**src/rtl/seq_ctrl_pkg.sv**
```systemverilog
`default_nettype none
// ============================================================================
// Module   : seq_ctrl_pkg
// Purpose  : State encoding and default widths for the sequencing controller.
// Revision : 1.0 - initial release
// ============================================================================
package seq_ctrl_pkg;

  localparam int c_default_pw = 8;
  localparam int c_default_cw = 8;

  typedef enum logic [1:0] {
    ST_IDLE  = 2'd0,
    ST_CLEAR = 2'd1,
    ST_RUN   = 2'd2,
    ST_DONE  = 2'd3
  } state_t;

endpackage
`default_nettype wire

```
**src/rtl/seq_prescaler.sv**
```systemverilog
`default_nettype none
// ============================================================================
// Module   : seq_prescaler
// Purpose  : Step-period prescaler; ticks once every max(period,1) enabled clocks.
// Revision : 1.0 - initial release
// ============================================================================
module seq_prescaler #(
  parameter int PW = seq_ctrl_pkg::c_default_pw
) (
  input  logic          clk,
  input  logic          rst,
  input  logic          clear,
  input  logic          enable,
  input  logic [PW-1:0] period,
  output logic          tick
);

  logic [PW-1:0] r_cnt;
  logic [PW-1:0] w_top;
  logic          w_last;

  // A period of zero behaves as one: the counter sits at zero and ticks every clock.
  assign w_top  = (period == '0) ? '0 : period - 1'b1;
  assign w_last = (r_cnt == w_top);
  assign tick   = enable && w_last;

  always_ff @(posedge clk or posedge rst) begin
    if (rst) begin
      r_cnt <= '0;
    end else if (clear) begin
      r_cnt <= '0;
    end else if (enable) begin
      r_cnt <= w_last ? '0 : r_cnt + 1'b1;
    end
  end

endmodule
`default_nettype wire

```
**src/rtl/seq_fsm_ctrl.sv**
```systemverilog
`default_nettype none
// ============================================================================
// Module   : seq_fsm_ctrl
// Purpose  : Clear/step sequencing controller for the 3-bit generator FSMs.
//            Optional lockstep comparator enabled by SEQ_LOCKSTEP_CHECK_EN.
// Revision : 1.0 - initial release
// ============================================================================
module seq_fsm_ctrl
  import seq_ctrl_pkg::*;
#(
  parameter int PW = c_default_pw,
  parameter int CW = c_default_cw
) (
  input  logic          clk,
  input  logic          rst,
  input  logic          start,
  input  logic          stop,
  input  logic          step,
  input  logic [PW-1:0] period,
  input  logic [CW-1:0] len,
  output logic          gen_clr,
  output logic          gen_en,
  output logic          busy,
  output logic          done,
  output logic [CW-1:0] step_cnt,
  input  logic [2:0]    std_out,
  input  logic [2:0]    man_out,
  output logic          mismatch
);

  state_t        r_state;
  logic          r_gen_clr;
  logic          r_gen_en;
  logic          r_busy;
  logic          r_done;
  logic [CW-1:0] r_step_cnt;
  logic [PW-1:0] r_period;
  logic [CW-1:0] r_len;

  logic w_tick;
  logic w_start_run;
  logic w_len_hit;
  logic w_abort;

  assign w_start_run = (r_state == ST_IDLE) && start && !stop;
  // Evaluated in the gen_en cycle, so done follows the final step by one clock.
  assign w_len_hit   = (r_len != '0) && r_gen_en && (r_step_cnt == r_len);

  seq_prescaler #(
    .PW (PW)
  ) u_prescaler (
    .clk    (clk),
    .rst    (rst),
    .clear  (r_state == ST_CLEAR),
    .enable (r_state == ST_RUN),
    .period (r_period),
    .tick   (w_tick)
  );

  always_ff @(posedge clk or posedge rst) begin
    if (rst) begin
      r_state    <= ST_IDLE;
      r_gen_clr  <= 1'b0;
      r_gen_en   <= 1'b0;
      r_busy     <= 1'b0;
      r_done     <= 1'b0;
      r_step_cnt <= '0;
      r_period   <= '0;
      r_len      <= '0;
    end else begin
      r_gen_clr <= 1'b0;
      r_gen_en  <= 1'b0;
      r_done    <= 1'b0;
      case (r_state)
        ST_IDLE: begin
          if (w_start_run) begin
            r_state    <= ST_CLEAR;
            r_gen_clr  <= 1'b1;
            r_busy     <= 1'b1;
            r_step_cnt <= '0;
            r_period   <= period;
            r_len      <= len;
          end else if (step && !stop) begin
            r_gen_en   <= 1'b1;
            r_step_cnt <= r_step_cnt + 1'b1;
          end
        end
        ST_CLEAR: begin
          if (stop) begin
            r_state <= ST_DONE;
            r_busy  <= 1'b0;
            r_done  <= 1'b1;
          end else begin
            r_state <= ST_RUN;
          end
        end
        ST_RUN: begin
          // Leaving RUN swallows any tick due in the same cycle.
          if (stop || w_len_hit || w_abort) begin
            r_state <= ST_DONE;
            r_busy  <= 1'b0;
            r_done  <= 1'b1;
          end else if (w_tick) begin
            r_gen_en   <= 1'b1;
            r_step_cnt <= r_step_cnt + 1'b1;
          end
        end
        ST_DONE: begin
          r_state <= ST_IDLE;
        end
        default: begin
          r_state <= ST_IDLE;
          r_busy  <= 1'b0;
        end
      endcase
    end
  end

  assign gen_clr  = r_gen_clr;
  assign gen_en   = r_gen_en;
  assign busy     = r_busy;
  assign done     = r_done;
  assign step_cnt = r_step_cnt;

`ifdef SEQ_LOCKSTEP_CHECK_EN
  logic r_gen_en_d;
  logic r_mismatch;

  // Compare one clock after each step, once both generators have advanced.
  always_ff @(posedge clk or posedge rst) begin
    if (rst) begin
      r_gen_en_d <= 1'b0;
      r_mismatch <= 1'b0;
    end else begin
      r_gen_en_d <= r_gen_en;
      if (w_start_run) begin
        r_mismatch <= 1'b0;
      end else if (r_gen_en_d && (std_out != man_out)) begin
        r_mismatch <= 1'b1;
      end
    end
  end

  assign w_abort  = r_mismatch;
  assign mismatch = r_mismatch;
`else
  logic w_unused_lockstep;
  assign w_unused_lockstep = ^{std_out, man_out};
  assign w_abort  = 1'b0;
  assign mismatch = 1'b0;
`endif

endmodule
`default_nettype wire

```
**config.mk**
```make
export PLATFORM = sky130hd
export DESIGN_NAME = seq_fsm_ctrl
export DESIGN_NICKNAME = d
export VERILOG_FILES = /design/src/rtl/seq_ctrl_pkg.sv /design/src/rtl/seq_prescaler.sv /design/src/rtl/seq_fsm_ctrl.sv
export SDC_FILE = /design/constraint.sdc
export NUM_CORES = 1
export LEC_CHECK = 0
export CAP_MARGIN = 20
export CORE_UTILIZATION = 25
export CTS_BUF_LIST = sky130_fd_sc_hd__clkbuf_2 sky130_fd_sc_hd__clkbuf_4 sky130_fd_sc_hd__clkbuf_8
export CTS_CLUSTER_SIZE = 16
export DETAILED_ROUTE_END_ITERATION = 10
export PLACE_DENSITY = 0.48
export SETUP_SLACK_MARGIN = 0.2
export SKIP_LAST_GASP = 1
export SYNTH_ARGS = -nofsm -noshare
export SYNTH_HDL_FRONTEND = slang
export SYNTH_SLANG_ARGS = --single-unit
```
**constraint.sdc**
```tcl
create_clock -name clk -period 3.22 [get_ports clk]
set_input_delay 0.644 -clock clk [delete_from_list [all_inputs] [get_ports clk]]
set_output_delay 0.644 -clock clk [all_outputs]
set_load 0.005 [all_outputs]
```
# == Word level (Yosys, flattened, before mapping) ==
# Index checks and enable logic that the tools add are counted.
# classes
shift,0
n_div,0
eq_ne,11
n_lt_le_gt_ge,0
n_mul,0
n_addsub,3
n_reduce_logical,18
n_mux,27
bitwise_logic,0
# op_table
operator,n
$mux W8,8
$add A8 B1 Y8 const B,2
$eq A8 B8 Y1,2
$pmux W8 S2,1
$mux W1,12
$ne A2 B2 Y1 const B,5
$logic_not A8 Y1,1
$pmux W2 S4,1
$reduce_and A4 Y1,2
$reduce_bool A8 Y1,1
$sub A8 B1 Y8 const B,1
$logic_and A1 B1 Y1,6
$eq A2 B2 Y1 const B,2
$mux W2,2
$pmux W1 S2,2
$reduce_and A2 Y1,2
$reduce_bool A2 Y1,2
$ne A3 B2 Y1 const B,1
$pmux W1 S3,1
$reduce_bool A3 Y1,1
$eq A2 B1 Y1 const B,1
$logic_not A2 Y1,1
$logic_not A1 Y1,1
$logic_or A1 B1 Y1,1
# totals
ramBits,0
memories,0
wordCells,68
out_inout_bits,13
reg_bits,38
romBits,0
latchBits,0

# == Longest topological paths before layout ==
# depth
ltp_word,7
mapped_depth,11

# == Modules after synthesis ==
# A second synthesis with hierarchy kept.
# unflattened
hier_cells,294
hier_area_um2,2590.0
# by_module_without_submodules
module,seq_area_each_um2,cells_per_inst,instances,area_per_inst_um2
seq_fsm_ctrl,750.7,189,1,1736.7
seq_prescaler,200.2,105,1,853.3

# == Worst setup path after synthesis ==
# Ideal clock, no wire load.
# synth_timing
path_kind,reg2reg
start,register r_period[0]
end,"register r_step_cnt[0], in the netlist step_cnt[0]"
path_slack_ps,381
path_buffers,1
setup_time_ps,128
required_time_ps,3092
path_stages_with_launch,11
t_arrival_ps,2712
path_cell_list,dfrtp_1 -> inv_1 -> ha_1 -> or3b_1 -> buf_2 -> nor3_2 -> o2bb2a_1 -> a311oi_2 -> nand3_2 -> a21oi_2 -> mux2_1
# synth_via
elab_chain_len,6
word_cells_on_any_way,7
classes_between,1 x add/sub; 2 x eq/ne; 1 x mux; 3 x reduce/logical
# synth_rtl
item,line,source
"start, declared",seq_fsm_ctrl.sv:37,logic [PW-1:0] r_period;
"start signal, assigned",seq_fsm_ctrl.sv:81,r_period <= period;
$sub A8 B1 Y8 / $logic_not A8 Y1 (equally long branches),seq_prescaler.sv:23,assign w_top = (period == '0) ? '0 : period - 1'b1;
$mux W8 (*),seq_prescaler.sv:23,
$eq A8 B8 Y1 (*),seq_prescaler.sv:24,assign w_last = (r_cnt == w_top);
$logic_and A1 B1 Y1 (*),seq_prescaler.sv:25,assign tick = enable && w_last;
$ne A2 B2 Y1 (no line) (*),n/a,
$reduce_and A4 Y1 (no line) (*),n/a,
"end signal, assigned",seq_fsm_ctrl.sv:85,r_step_cnt <= r_step_cnt + 1'b1;
"end signal, assigned",seq_fsm_ctrl.sv:105,r_step_cnt <= r_step_cnt + 1'b1;
"end, declared",seq_fsm_ctrl.sv:36,logic [CW-1:0] r_step_cnt;
# Every way passes the cells marked *; elsewhere a longest branch is shown, timed or not.
# A chain may end at the register's enable or synchronous reset.

# == Worst setup path after layout ==
# layout_timing
start,register r_period[0]
end,"register r_step_cnt[4], in the netlist step_cnt[4]"
# The elaborated chain is that of the path after synthesis.

==> flow_metrics.tcl <==
set metrics [dict create \
    outcome "complete, no violations" \
    via_per_inst 4.89 \
    synth-seq-cells 38 \
    whs_ns 0.490 \
    ir_worst_vdd_uv 282 \
    vias 2046 \
    wl_per_cell_microns 14.0 \
    ant_nets 0 \
    critPathArrivalTime_ns 3.11 \
    avgSynthCellArea_sq_um 8.72 \
    rsz0062_at_grt "yes" \
    start_util_pct 25.8 \
    drt_wl_total_microns 5860 \
    fin_skew_ns 0.00558 \
    clock_path_buffers 2 \
    synthesis.nets 305 \
    syn-instance-count 272 \
    worstHoldPathType "reg -> reg" \
    cts-root-buf "clkbuf_8" \
    hpwl_microns 4180 \
    cts_buffers 5 \
    ys_top_cells_by_area "dfrtp_1 (40%), nand2_1 (9.5%), ha_1 (3.2%), mux2i_1 (3.0%), xnor2_1 (2.6%)" \
    critPathKind "reg -> reg" \
    critPathRequiredTime_ns 3.40 \
    setup_viol 0 \
    gp_congestion 0.730 \
    dieArea_sq_um 9880 \
    yosysWarnings 0 \
    die_w_microns 99.4 \
    min_period_ns 2.92 \
    grt_pass1_vias 2108 \
    drv_cap 0 \
    critPathMaxFanout 8 \
    antennaDiodeCount 0 \
    overflow 0 \
    setup_slack_ns 0.296 \
    end_kind "flop" \
    min_from "r_len[1]$_DFFE_PP0P_" \
    syn_to_final_growth_pct 27.3 \
    p_clk_share_pct 17.8 \
    r2r-start "r_period[0]$_DFFE_PP0P_" \
    die_h_microns 99.4 \
    p_seq_share_pct 32.9 \
    grt.total_usage_pct 12.9 \
    total_power_uw 2860 \
    crit_path_start_kind "flop" \
    numPortBuffers 32 \
    drtPass1Iterations 4 \
    antenna_found_initial 0 \
    n_fill_cell 971 \
    clock_sinks 38 \
    drive_above_1_share_pct 12.4 \
    synth_ff_type "dfrtp_1" \
    tritoncts "built" \
    worst_r2r_endpoint "step_cnt[4]$_DFFE_PP0P_" \
    htreeDepth 2 \
    seq_area_frac_synth_pct 40.1 \
    core_sq_um 9200 \
    synth_cell_type_count 58 \
    fmax_mhz 342 \
    synth_top_area_share_pct 40.1 \
    grt_max_degree 39 \
    r2r_slack_ns 0.30 \
    worstHoldEndpoint "r_len[1]$_DFFE_PP0P_" \
    tightest_slew_ns 0.576 \
    fin_crit_sh_pct 90.8 \
    initialDrtViolationCount 58 \
    maxSlewViolCount 0 \
    fin_tns_setup_ns 0 \
    grt_pass1_wl_microns 10200 \
    slew_headroom_pct 61.5 \
    min_delay_path_depth 2 \
    synth_area_sq_um 2370 \
    drc 0 \
    nNetsFinal 339 \
    async_flop_share_pct 100 \
    rows 35 \
    power_frac_comb_pct 49.3 \
    cts.clk_slew.worst_paths_ns 0.08 \
    switching_share_pct 41.8 \
    io-pin-count 40 \
    power.internal_uw 1660 \
    synth_edf_count 0 \
    worstRegToRegCells 10 \
    power.switching_uw 1190 \
    leakage_uw 0.00133 \
    pre_cts_ws_ns 0.0790 \
    power_density_nw_per_um2 946 \
    insertion_delay_ns 0.29 \
    finalHoldViolations 0 \
    yosysTopAreaCell "dfrtp_1" \
]
## repair_timing
item	CTS	global route
gates cloned	0	0
pin swaps	0	1
setup buffers	0	2
setup endpoints to repair	9	3
hold buffers	0	0
gates resized for setup	3	5
## stage by stage
step / std cells / utilization [%] / instance area [sq um]
2_1_floorplan: 272 / - / 2370
3_3_place_gp: 408 / 30.7 / 2820
3_5_place_dp: 408 / 30.7 / 2820
4_1_cts: 416 / 32.4 / 2980
5_1_grt: 418 / 32.8 / 3020
6_report: 418 / 32.8 / 3020
## power groups by stage
stage	logic (uW)	clock network [uW]	registers [uW]
after detailed placement	1320	0	945
after CTS	1360	529	938
after floorplan	1020	0	833
final	1410	510	939
after global routing	1600	547	983
after global placement	1300	0	946
## area by class of cell
| cell class | count | area (sq um) | area share, % |
|---|---|---|---|
| multi-input combinational | 205 | 1340 | 44.4 |
| sequential | 38 | 951 | 31.5 |
| timing repair buffer | 42 | 395 | 13.1 |
| tap | 111 | 139 | 4.60 |
| clock buffer | 6 | 82.6 | 2.73 |
| clock inverter | 2 | 60.1 | 1.99 |
| inverter | 14 | 52.6 | 1.74 |
## worst max-delay path, cell delays in order (launching register included)
cell and delay [ns]:
dfrtp_1 0.38, inv_1 0.12, ha_1 0.17, or3b_4 0.45
xnor2_1 0.17, o2bb2a_1 0.34, a311oi_4 0.42, buf_4 0.19
and3_2 0.23, o221ai_2 0.10, a22o_1 0.25
## kinds of logic (layout without fill, tap and decap cells)
group | count (synthesis) | count (layout) | share of synthesized area, %
compound gates | 52 | 52 | 16.2
other cells | 1 | 1 | 0.158
buf+inv | 29 | 64 | 5.27
xor+xnor | 14 | 14 | 5.17
flops | 38 | 38 | 40.1
fa+ha+maj | 6 | 6 | 3.16
mux | 10 | 10 | 4.38
simple gates | 122 | 122 | 25.5
## worst max-delay path by stage
stage                             from                                to  slack (ns)  cells after the start
6_report       r_period[0]$_DFFE_PP0P_           step_cnt[4]$_DFFE_PP0P_        0.30                     10
5_1_grt        r_period[0]$_DFFE_PP0P_           step_cnt[2]$_DFFE_PP0P_        0.17                     10
4_1_cts        r_period[3]$_DFFE_PP0P_           step_cnt[1]$_DFFE_PP0P_        0.23                      7
3_5_place_dp   r_period[0]$_DFFE_PP0P_  u_prescaler.r_cnt[6]$_DFFE_PP0N_        0.08                      9
3_3_place_gp   r_period[0]$_DFFE_PP0P_  u_prescaler.r_cnt[6]$_DFFE_PP0N_        0.07                      9
2_1_floorplan  r_period[0]$_DFFE_PP0P_           step_cnt[0]$_DFFE_PP0P_        0.38                     10
## Yosys cell counts (all sizes together), types with 3 or more instances
| master | number |
|---|---|
| nand2 | 60 |
| dfrtp | 38 |
| inv | 14 |
| o21ai | 11 |
| a21oi | 10 |
| nor2 | 10 |
| clkbuf | 9 |
| mux2i | 7 |
| nand3 | 7 |
| xnor2 | 7 |
| xor2 | 7 |
| a31oi | 6 |
| buf | 6 |
| ha | 6 |
| nand4 | 6 |
| and3 | 5 |
| nand2b | 5 |
| nor3 | 5 |
| nor4 | 5 |
| or2 | 5 |
| o211ai | 4 |
| mux2 | 3 |
| o311ai | 3 |
## flip-flops by register name, indices dropped and copies added (netlist names)
name               count
gen_clr                1
r_state                2
u_prescaler.r_cnt      8
busy                   1
r_len                  8
step_cnt               8
done                   1
gen_en                 1
r_period               8
## per-layer routing
layer / global-route usage [%] / vias up / share of wire (%)
met1: 17.1 / 980 / 48
met4: 3.28 / 0 / 1.1
li1: - / 1023 / -
met5: 0 / - / 0
met3: 2.95 / 6 / 3.4
met2: 21.0 / 37 / 48
## cells in the final DEF, fill, tap and decap left out, types with 4 or more instances in the layout
master           count
nand2_1             60
mux2i_1              7
dfrtp_1             38
a21oi_1              8
o211ai_1             4
nand4_1              6
xor2_1               7
clkdlybuf4s50_1     32
nor3_1               4
nand3_1              6
o21ai_0             11
or2_2                5
nor4_1               5
xnor2_1              7
clkbuf_8             6
ha_1                 6
inv_1               14
nand2b_1             5
buf_4               10
nor2_1              10
a31oi_1              6
and3_1               4
Note: power is estimated with default switching activity, not from simulation.
